$ cat src/rtl/pc_pkg.sv
// Shared definitions for the program-counter generator.
//   state_t    : fetch FSM states (BOOT, RUN, HALT)
//   ALIGN_MASK : PC low bits that must be zero; set bits in a redirect
//                target are cleared and reported as misaligned.
package pc_pkg;

  typedef enum logic [1:0] {
    BOOT = 2'd0,
    RUN  = 2'd1,
    HALT = 2'd2
  } state_t;

  localparam logic [1:0] ALIGN_MASK = 2'b11;

endpackage

$ cat src/rtl/pc_ras.sv
// Return-address stack: circular buffer of RAS_DEPTH entries.
//   clk, rst  : clock, synchronous active-high reset (pointer/count only)
//   push      : write push_data as new top
//   pop       : remove top (ignored when empty)
//   push+pop  : replace top in place, pointer unchanged (plain push if empty)
//   top       : current top-of-stack
//   empty/full: occupancy status; a push when full overwrites the oldest
//               entry and full stays high
module pc_ras #(
  parameter int XLEN      = 32,
  parameter int RAS_DEPTH = 4
) (
  input  logic            clk,
  input  logic            rst,
  input  logic            push,
  input  logic            pop,
  input  logic [XLEN-1:0] push_data,
  output logic [XLEN-1:0] top,
  output logic            empty,
  output logic            full
);

  localparam int PW = $clog2(RAS_DEPTH);

  logic [XLEN-1:0] mem [RAS_DEPTH];
  logic [PW-1:0]   sp;      // next slot to write; wraps, so oldest is overwritten
  logic [PW-1:0]   sp_top;  // slot holding the current top
  logic [PW:0]     cnt;

  assign sp_top = sp - PW'(1);
  assign top    = mem[sp_top];
  assign empty  = (cnt == '0);
  assign full   = (cnt == (PW+1)'(RAS_DEPTH));

  always_ff @(posedge clk) begin
    if (rst) begin
      sp  <= '0;
      cnt <= '0;
    end else if (push && pop && !empty) begin
      mem[sp_top] <= push_data;
    end else if (push) begin
      mem[sp] <= push_data;
      sp      <= sp + PW'(1);
      if (!full) cnt <= cnt + (PW+1)'(1);
    end else if (pop && !empty) begin
      sp  <= sp_top;
      cnt <= cnt - (PW+1)'(1);
    end
  end

endmodule

$ cat src/rtl/pc_gen.sv
// Program-counter generator with BOOT/RUN/HALT fetch FSM.
// Optional return-address stack enabled by macro PC_GEN_RAS_EN; without it
// call/ret are ignored, ras_empty=1, ras_full=0 and no stack exists.
//   clk, rst            : clock, synchronous active-high reset
//   branch, zero        : taken branch = branch & zero, target branch_dest
//   jump, jump_dest     : unconditional redirect
//   trap, trap_vec      : exception redirect, honoured in every state
//   call, ret           : RAS push / pop (only when the PC advances)
//   halt, resume        : freeze / unfreeze fetch (halt wins)
//   stall               : hold PC this cycle
//   pc, pc_valid        : registered PC, valid in RUN without stall
//   misalign            : one-cycle pulse after a misaligned redirect
//   ras_empty, ras_full : stack status
module pc_gen import pc_pkg::*; #(
  parameter int              XLEN         = 32,
  parameter logic [XLEN-1:0] RESET_VECTOR = '0,
  parameter int              INC          = 4,
  parameter int              RAS_DEPTH    = 4
) (
  input  logic            clk,
  input  logic            rst,
  input  logic            branch,
  input  logic            zero,
  input  logic [XLEN-1:0] branch_dest,
  input  logic            jump,
  input  logic [XLEN-1:0] jump_dest,
  input  logic            trap,
  input  logic [XLEN-1:0] trap_vec,
  input  logic            call,
  input  logic            ret,
  input  logic            halt,
  input  logic            resume,
  input  logic            stall,
  output logic [XLEN-1:0] pc,
  output logic            pc_valid,
  output logic            misalign,
  output logic            ras_empty,
  output logic            ras_full
);

  state_t          state, state_nxt;
  logic [XLEN-1:0] pc_seq, pc_nxt, tgt, ras_top;
  logic            redir, mis_nxt, ret_hit;

  assign pc_seq   = pc + XLEN'(INC);  // wraps silently
  assign pc_valid = (state == RUN) && !stall;

`ifdef PC_GEN_RAS_EN
  logic advance, ras_push, ras_pop;

  // The stack only moves when this PC is actually consumed.
  assign advance  = (state == RUN) && !stall && !trap;
  assign ras_push = advance && call;
  assign ras_pop  = advance && ret;
  assign ret_hit  = ras_pop && !ras_empty;  // empty ret falls through

  pc_ras #(.XLEN(XLEN), .RAS_DEPTH(RAS_DEPTH)) u_ras (
    .clk       (clk),
    .rst       (rst),
    .push      (ras_push),
    .pop       (ras_pop),
    .push_data (pc_seq),
    .top       (ras_top),
    .empty     (ras_empty),
    .full      (ras_full)
  );
`else
  localparam int unused_ras_depth = RAS_DEPTH;
  logic unused_ras;
  assign unused_ras = &{1'b0, call, ret};
  assign ret_hit    = 1'b0;
  assign ras_top    = '0;
  assign ras_empty  = 1'b1;
  assign ras_full   = 1'b0;
`endif

  always_comb begin
    state_nxt = state;
    pc_nxt    = pc;
    tgt       = trap_vec;
    redir     = 1'b0;
    if (trap) begin
      redir     = 1'b1;
      state_nxt = RUN;
    end else begin
      case (state)
        BOOT: state_nxt = RUN;
        RUN: begin
          if (!stall) begin
            if (ret_hit) begin
              tgt   = ras_top;
              redir = 1'b1;
            end else if (jump) begin
              tgt   = jump_dest;
              redir = 1'b1;
            end else if (branch && zero) begin
              tgt   = branch_dest;
              redir = 1'b1;
            end else begin
              pc_nxt = pc_seq;
            end
          end
          // The current PC is still consumed; fetch freezes from next cycle.
          if (halt) state_nxt = HALT;
        end
        HALT: if (resume && !halt) state_nxt = RUN;
        default: state_nxt = BOOT;
      endcase
    end
    mis_nxt = redir && |(tgt[1:0] & ALIGN_MASK);
    if (redir) pc_nxt = {tgt[XLEN-1:2], tgt[1:0] & ~ALIGN_MASK};
  end

  always_ff @(posedge clk) begin
    if (rst) begin
      state    <= BOOT;
      pc       <= RESET_VECTOR;
      misalign <= 1'b0;
    end else begin
      state    <= state_nxt;
      pc       <= pc_nxt;
      misalign <= mis_nxt;
    end
  end

endmodule
$ cat config.mk
export PLATFORM = sky130hd
export DESIGN_NAME = pc_gen
export DESIGN_NICKNAME = d
export VERILOG_FILES = /design/src/rtl/pc_pkg.sv /design/src/rtl/pc_ras.sv /design/src/rtl/pc_gen.sv
export SDC_FILE = /design/constraint.sdc
export NUM_CORES = 1
export LEC_CHECK = 0
export ABC_CLOCK_PERIOD_IN_PS = 3900
export CAP_MARGIN = 30
export CORE_MARGIN = 2
export CORE_UTILIZATION = 44
export CTS_CLUSTER_SIZE = 8
export DETAILED_ROUTE_END_ITERATION = 7
export PLACE_DENSITY_LB_ADDON = 0.25
export SYNTH_ARGS = -nofsm -noshare
export SYNTH_HDL_FRONTEND = slang
export SYNTH_HIERARCHICAL = 1
export SYNTH_SLANG_ARGS = --single-unit
$ cat constraint.sdc
create_clock -name clk -period 3.9 [get_ports clk]
set_input_delay 0.78 -clock clk [delete_from_list [all_inputs] [get_ports clk]]
set_output_delay 0.78 -clock clk [all_outputs]
set_load 0.05 [all_outputs]
==> run_results.csv, run 1 <==
group,metric,value,unit
outcome,outcome,"completed",
setup_path,regToRegSetupSlack,1.59,ns
sta,timing.final.crit_share,72.22,%
final_layout,syn_to_final_growth,52.73,%
power_and_ir_drop,p_leak,1.547,nW
drt,route.detailed.drc,0,
yosys,yosys_warnings,6,
worst_hold_path,hold_path_class,"reg -> reg",
floorplanning,num_io_pins,143,
global_route,gr-usage-all-layers,32.17,%
setup_path,cp_max_fo,8,
global_route,grt_pass1_vias,3564,
cts,postCtsSetupBuffers,0,
drt,ant_nets,0,
floorplanning,core-area,6026,µm²
cts,cts_root_buf,"clkbuf_8",
floorplanning,num_rows,28,
yosys,synth_cells,385,
cts,htreeDepth,2,
setup_path,end_kind,"output pin",
drt,routed-via-count,3718,
cts,clock_latency,0.30,ns
sta,fin_crit,2.816,ns
setup_path,critPathArrivalTime,2.04,ns
floorplanning,dieArea,6961,µm²
power_and_ir_drop,peakVddDrop,0.0001802,V
sta,finClkSkew,0.006840,ns
sta,slew_headroom,51.25,%
yosys,syn_area_per_cell,7.211,µm²
drt,wl,11.26,mm
cts,cts_sinks,33,
sta,tns,0,ns
final_layout,final_common_cell,"clkdlybuf4s50_1",
yosys,ys.flop_type,"dfxtp_1",
setup_path,slowest_stage,"clkdlybuf4s50_1",
setup_path,cpPeakStageDelay,0.43,ns
setup_path,critPathCapture,"pc_valid",
yosys,synth_edf_count,0,
floorplanning,die_h,83.44,µm
yosys,ys_seq_area_share,23.79,%
yosys,ys_types,65,
placement,finalWeightedCongestion,0.9666,
cts,cts.path.max_buffers,2,
global_route,grt_pass1_wl,18.13,mm
cts,path_clk_slew,0.07,ns
sta,setup_violations,0,
cts,cts_tree,"done",
setup_path,reg2reg_from,"pc[2]",
floorplanning,initial_core_util,46.08,%
final_layout,insertedDiodeCount,0,
drt,wire_per_inst,19.21,µm
drt,firstDrtPassIters,5,
final_layout,final_cell_mix,"clkdlybuf4s50_1 (134), nor2_1 (37), a21oi_1 (36)",
yosys,async_flop_share,0,%
cts,ctsHoldBuffers,0,
global_route,gr-total-overflow,0,
cts,cts_buffers,5,
setup_path,critPathLaunchType,"input port",
setup_path,path_cells,"clkdlybuf4s50_1, or3b_1, inv_2, buf_4",
power_and_ir_drop,p_per_area,266.1,nW/µm²
placement,port_buffers,136,
global_route,grt_antenna_before_repair,0,
final_layout,layout.nets,618,
sta,tightest_slew,0.7294,ns
setup_path,r2r_cells,6,
placement,dp_hpwl,8.445,mm
setup_path,cp.required,3.12,ns
setup_path,rr_endpoint,"pc[18]",
setup_path,crit_start,"stall",
yosys,ys_seq_elements,33,
drt,viasPerCell,6.345,
sta,rsz0062_at_grt,"false",
final_layout,layout-drive-gt1-share,5.284,%
sta,max_freq,0.3551,GHz
yosys,mappedNetlistArea,2776,µm²
final_layout,final_util,70.37,%
floorplanning,die_x,83.44,µm
sta,hold_viol_final,0,
drt,drtIter0Drc,389,
sta,drv_slew,0,
global_route,grt_max_degree,31,
flow_run,maxCapViolCount,0,
cts,ctsResizeCount,0,
setup_path,critPathKind,"in -> out",
-- power by group --
part / total [mW] / internal [mW] / switching (mW)
registers: 0.410 / 0.366 / 0.0448
logic: 0.457 / 0.206 / 0.251
clock network: 0.261 / 0.127 / 0.134
total: 1.13 / 0.698 / 0.430
-- per-layer routing --
layer / share of wire, % / vias to the layer above / track usage, % / routed length [µm]
li1: - / 1727 / - / -
met1: 40 / 1709 / 41.30 / 4528
met2: 47 / 245 / 53.81 / 5298
met3: 9.4 / 37 / 5.070 / 1062
met4: 3.3 / 0 / 13.05 / 366
met5: 0 / - / 0 / 0
-- synthesized netlist by cell type (all sizes together), types with 2 or more instances --
master	number	area share (%)
a311oi	2	0.63
o21ai	23	4.1
and2	5	1.2
or3	2	0.45
nand4b	2	0.63
clkbuf	14	1.9
a41o	2	0.72
mux2i	11	4.0
a22oi	5	1.4
and3	5	1.2
buf	17	3.7
a221o	2	0.72
o211ai	11	3.2
nor2	37	5.0
and4	5	1.6
nand4	13	3.5
o41ai	2	0.63
inv	12	1.6
nor2b	3	0.68
conb	2	0.27
a2bb2oi	2	0.63
nor4	8	2.9
a31oi	6	1.4
nand3	20	3.8
a221oi	11	3.5
a211oi	9	2.4
o221ai	3	0.95
o31ai	4	1.1
o22ai	2	0.45
xor2	2	0.63
nand2	33	4.5
o2bb2ai	2	0.63
dfxtp	33	24
a21o	3	0.81
nor3b	2	0.54
nor3	16	2.9
o22a	2	0.63
a21oi	36	6.5
-- stage by stage --
stage / power [mW] / instances / hold slack (ns) / instance area [µm²] / setup slack (ns)
2_1_floorplan: 0.6594 / 387 / 0.5153 / 2784 / 1.439
3_3_place_gp: 0.8618 / 578 / 0.5029 / 4160 / 0.9824
3_5_place_dp: 0.8683 / 578 / 0.5017 / 4160 / 0.8732
4_1_cts: 1.123 / 586 / 0.5127 / 4240 / 1.105
5_1_grt: 1.173 / 586 / 0.5560 / 4240 / 1.004
6_report: 1.128 / 586 / 0.5231 / 4240 / 1.084
-- kinds of logic (layout without fill, tap and decap cells) --
family / Yosys count / after routing / share of synthesized area, %
buffers and inverters: 43 / 167 / 7.165
other: 2 / 4 / 0.2705
AND/OR/NAND/NOR: 157 / 157 / 30.51
XOR/XNOR: 2 / 2 / 0.6310
AO/OA/AOI/OAI: 135 / 135 / 32.81
adder cells (fa/ha/maj): 1 / 1 / 0.4506
flip-flops: 33 / 33 / 23.79
multiplexers: 12 / 12 / 4.371
-- worst max-delay path: cells and delay by family --
| kind | cells | cell delay, ns |
|---|---|---|
| buf+inv | 3 | 0.86 |
| simple gates | 1 | 0.39 |
-- final cells by class --
type	instances	area, µm²
Clock buffer	8	80.08
Fill cell	507	1785
Inverter	12	45.04
Multi-Input combinational cell	311	1924
Sequential cell	33	660.6
Tap cell	75	93.84
Timing Repair Buffer	147	1436
-- state kept, by name, summed over array words and instances (netlist names) --
signal	count
state	2
misalign	1
pc	30
-- worst min-delay path by stage --
stage	start	to	depth (start not counted)
2_1_floorplan	state[0]	state[0]	3
3_3_place_gp	pc[11]	pc[11]	2
3_5_place_dp	pc[11]	pc[11]	2
4_1_cts	pc[11]	pc[11]	2
5_1_grt	pc[11]	pc[11]	2
6_report	pc[11]	pc[11]	2
No activity file was read; power rests on OpenSTA's default activity.
==> inputs of run 2 (changes only) <==
ABC_CLOCK_PERIOD_IN_PS = 2400   (was 3900)
CORE_UTILIZATION = 37   (was 44)
clock period = 2.4 ns   (was 3.9 ns; I/O delays follow)
==> run 2 against run 1 <==
Net effect:
- critical path type unchanged
- final cell count is 9.4% higher
- clock power is 69% higher
- first-iteration DRC count is 40% lower
- sequential share of layout area is 0.98 points lower
- die area is 18% higher
- critical endpoint unchanged
- core utilization is 8.0 points lower
- final area is 6.7% higher
- highest routed layer unchanged
==> run_results.csv, run 2 (synthesis results as in run 1) <==
group,metric,value,unit
outcome,outcome,"completed",
power_and_ir_drop,p_per_area,418.2,nW/µm²
drt,route.detailed.drc,0,
sta,hold_ws,0.5096,ns
global_route,busiest_layer,"met2",
final_layout,regMostFlops,"pc",
drt,ant_nets,0,
sta,drv_slew,0,
placement,dp_hpwl,9.084,mm
worst_hold_path,hold_path_class,"reg -> reg",
cts,cts_sinks,33,
final_layout,insertedDiodeCount,0,
sta,hold_viol_final,0,
global_route,grt_pass1_vias,3671,
setup_path,critPathArrivalTime,1.85,ns
setup_path,cpPeakStageDelay,0.44,ns
cts,htreeDepth,2,
cts,clock_latency,0.30,ns
global_route,grt_use_met3,6.010,%
drt,wl,11.59,mm
setup_path,slowest_stage,"clkdlybuf4s50_1",
setup_path,critPathKind,"in -> out",
global_route,gr-usage-all-layers,27.48,%
drt,viasPerCell,5.811,
sta,tightest_slew,0.5359,ns
power_and_ir_drop,p_leak,1.707,nW
floorplanning,num_rows,31,
global_route,grt_antenna_before_repair,0,
sta,setup_violations,0,
sta,timing.final.crit_share,97.29,%
cts,cts_tree,"done",
drt,wire_per_inst,18.07,µm
setup_path,cp.required,1.92,ns
drt,drtIter0Drc,235,
cts,cts_root_buf,"clkbuf_8",
final_layout,final_util,62.38,%
cts,cts.path.max_buffers,2,
setup_path,end_kind,"output pin",
final_layout,final_cell_mix,"clkdlybuf4s50_1 (134), buf_4 (42), nor2_1 (37)",
sta,finClkSkew,0.007072,ns
global_route,grt_max_degree,32,
setup_path,path_buf_inv,4,
final_layout,reg_top3,"pc x30, state x2, misalign x1",
final_layout,largest_reg_flops,30,
floorplanning,initial_core_util,38.28,%
cts,path_clk_slew,0.08,ns
global_route,met2_usage,46.83,%
placement,port_buffers,136,
global_route,gr-total-overflow,0,
setup_path,path_cells,"clkdlybuf4s50_1, or3b_4, inv_2, buf_4, buf_12",
placement,finalWeightedCongestion,0.8891,
flow_run,maxCapViolCount,0,
drt,routed-via-count,3725,
global_route,gr-usage-met1,33.93,%
drt,firstDrtPassIters,5,
floorplanning,die_h,90.63,µm
setup_path,critPathLaunchType,"input port",
power_and_ir_drop,peakVddDrop,0.0002805,V
setup_path,cp_max_fo,9,
setup_path,crit_family,"buffers and inverters",
final_layout,layout-drive-gt1-share,11.44,%
floorplanning,die_x,90.63,µm
floorplanning,core-area,7253,µm²
final_layout,final_common_cell,"clkdlybuf4s50_1",
cts,cts_buffers,5,
final_layout,syn_to_final_growth,62.96,%
global_route,grt_pass1_wl,18.18,mm
floorplanning,dieArea,8213,µm²
cts,ctsHoldBuffers,0,
final_layout,layout.nets,649,
sta,rsz0062_at_grt,"false",
sta,fin_crit,2.335,ns
floorplanning,num_io_pins,143,
sta,slew_headroom,63.95,%
sta,max_freq,0.4283,GHz
[run 2: changes by cell type in the layout (fill, tap and decap cells not counted)]
cell	change
buf_12	+1
or3b_1	-1
buf_4	+30
or3b_4	+1
clkbuf_1	-3
clkinv_2	+2
clkinvlp_4	+1
[run 2: path summary, 6_finish.rpt]
path,startpoint,to,slack [ns],cells past startpoint
worst max-delay path,stall,pc_valid,0.07,5
worst min-delay path,pc[11],pc[11],0.51,2
worst max register to register,pc[2],pc[18],0.29,7
worst min register to register,pc[11],pc[11],0.51,2
[run 2: what timing repair did]
action | 4_1_cts | 5_1_grt
setup endpoints to repair | 1 | 0
hold endpoints to repair | 0 | 0
setup buffers | 0 | 0
gates resized for setup | 1 | 0
[run 2: area by class of cell]
cell class | count | area [µm²]
fill | 659 | 2729
multi-input combinational | 311 | 1927
timing repair buffer | 178 | 1682
sequential | 33 | 660.6
tap | 99 | 123.9
clock buffer | 5 | 68.82
inverter | 12 | 45.04
clock inverter | 3 | 17.52
[run 2: per-layer routing]
layer | vias up | wire length [µm]
met2 | 203 | 5544
met3 | 19 | 1015
met5 | - | 0
li1 | 1790 | -
met1 | 1713 | 4765
met4 | 0 | 260
[run 2: where the power goes]
group	leakage, nW	switching [mW]	internal [mW]
sequential	0.274	0.0712	0.594
combinational	1.39	0.419	0.368
clock	0.0439	0.240	0.201
[run 2: stage by stage]
| stage | instance area [µm²] | std cells | power [mW] | setup TNS (ns) | setup WS (ns) |
|---|---|---|---|---|---|
| after floorplan | 2784 | 387 | 1.072 | 0 | 0.1113 |
| after global placement | 4436 | 633 | 1.444 | -0.01946 | -0.01490 |
| after detailed placement | 4436 | 633 | 1.454 | -0.1418 | -0.07833 |
| after CTS | 4524 | 641 | 1.881 | 0 | 0.06585 |
| after global routing | 4524 | 641 | 1.973 | 0 | 0.004662 |
| final | 4524 | 641 | 1.892 | 0 | 0.06511 |
[run 2: worst register-to-register path, cell delays in order (launching register included)]
cell and delay [ns]:
dfxtp_1 0.46, ha_1 0.27, nand4_1 0.25, nor4_4 0.39, buf_4 0.21, a31oi_1 0.08, o21ai_0 0.21, a221oi_1 0.10
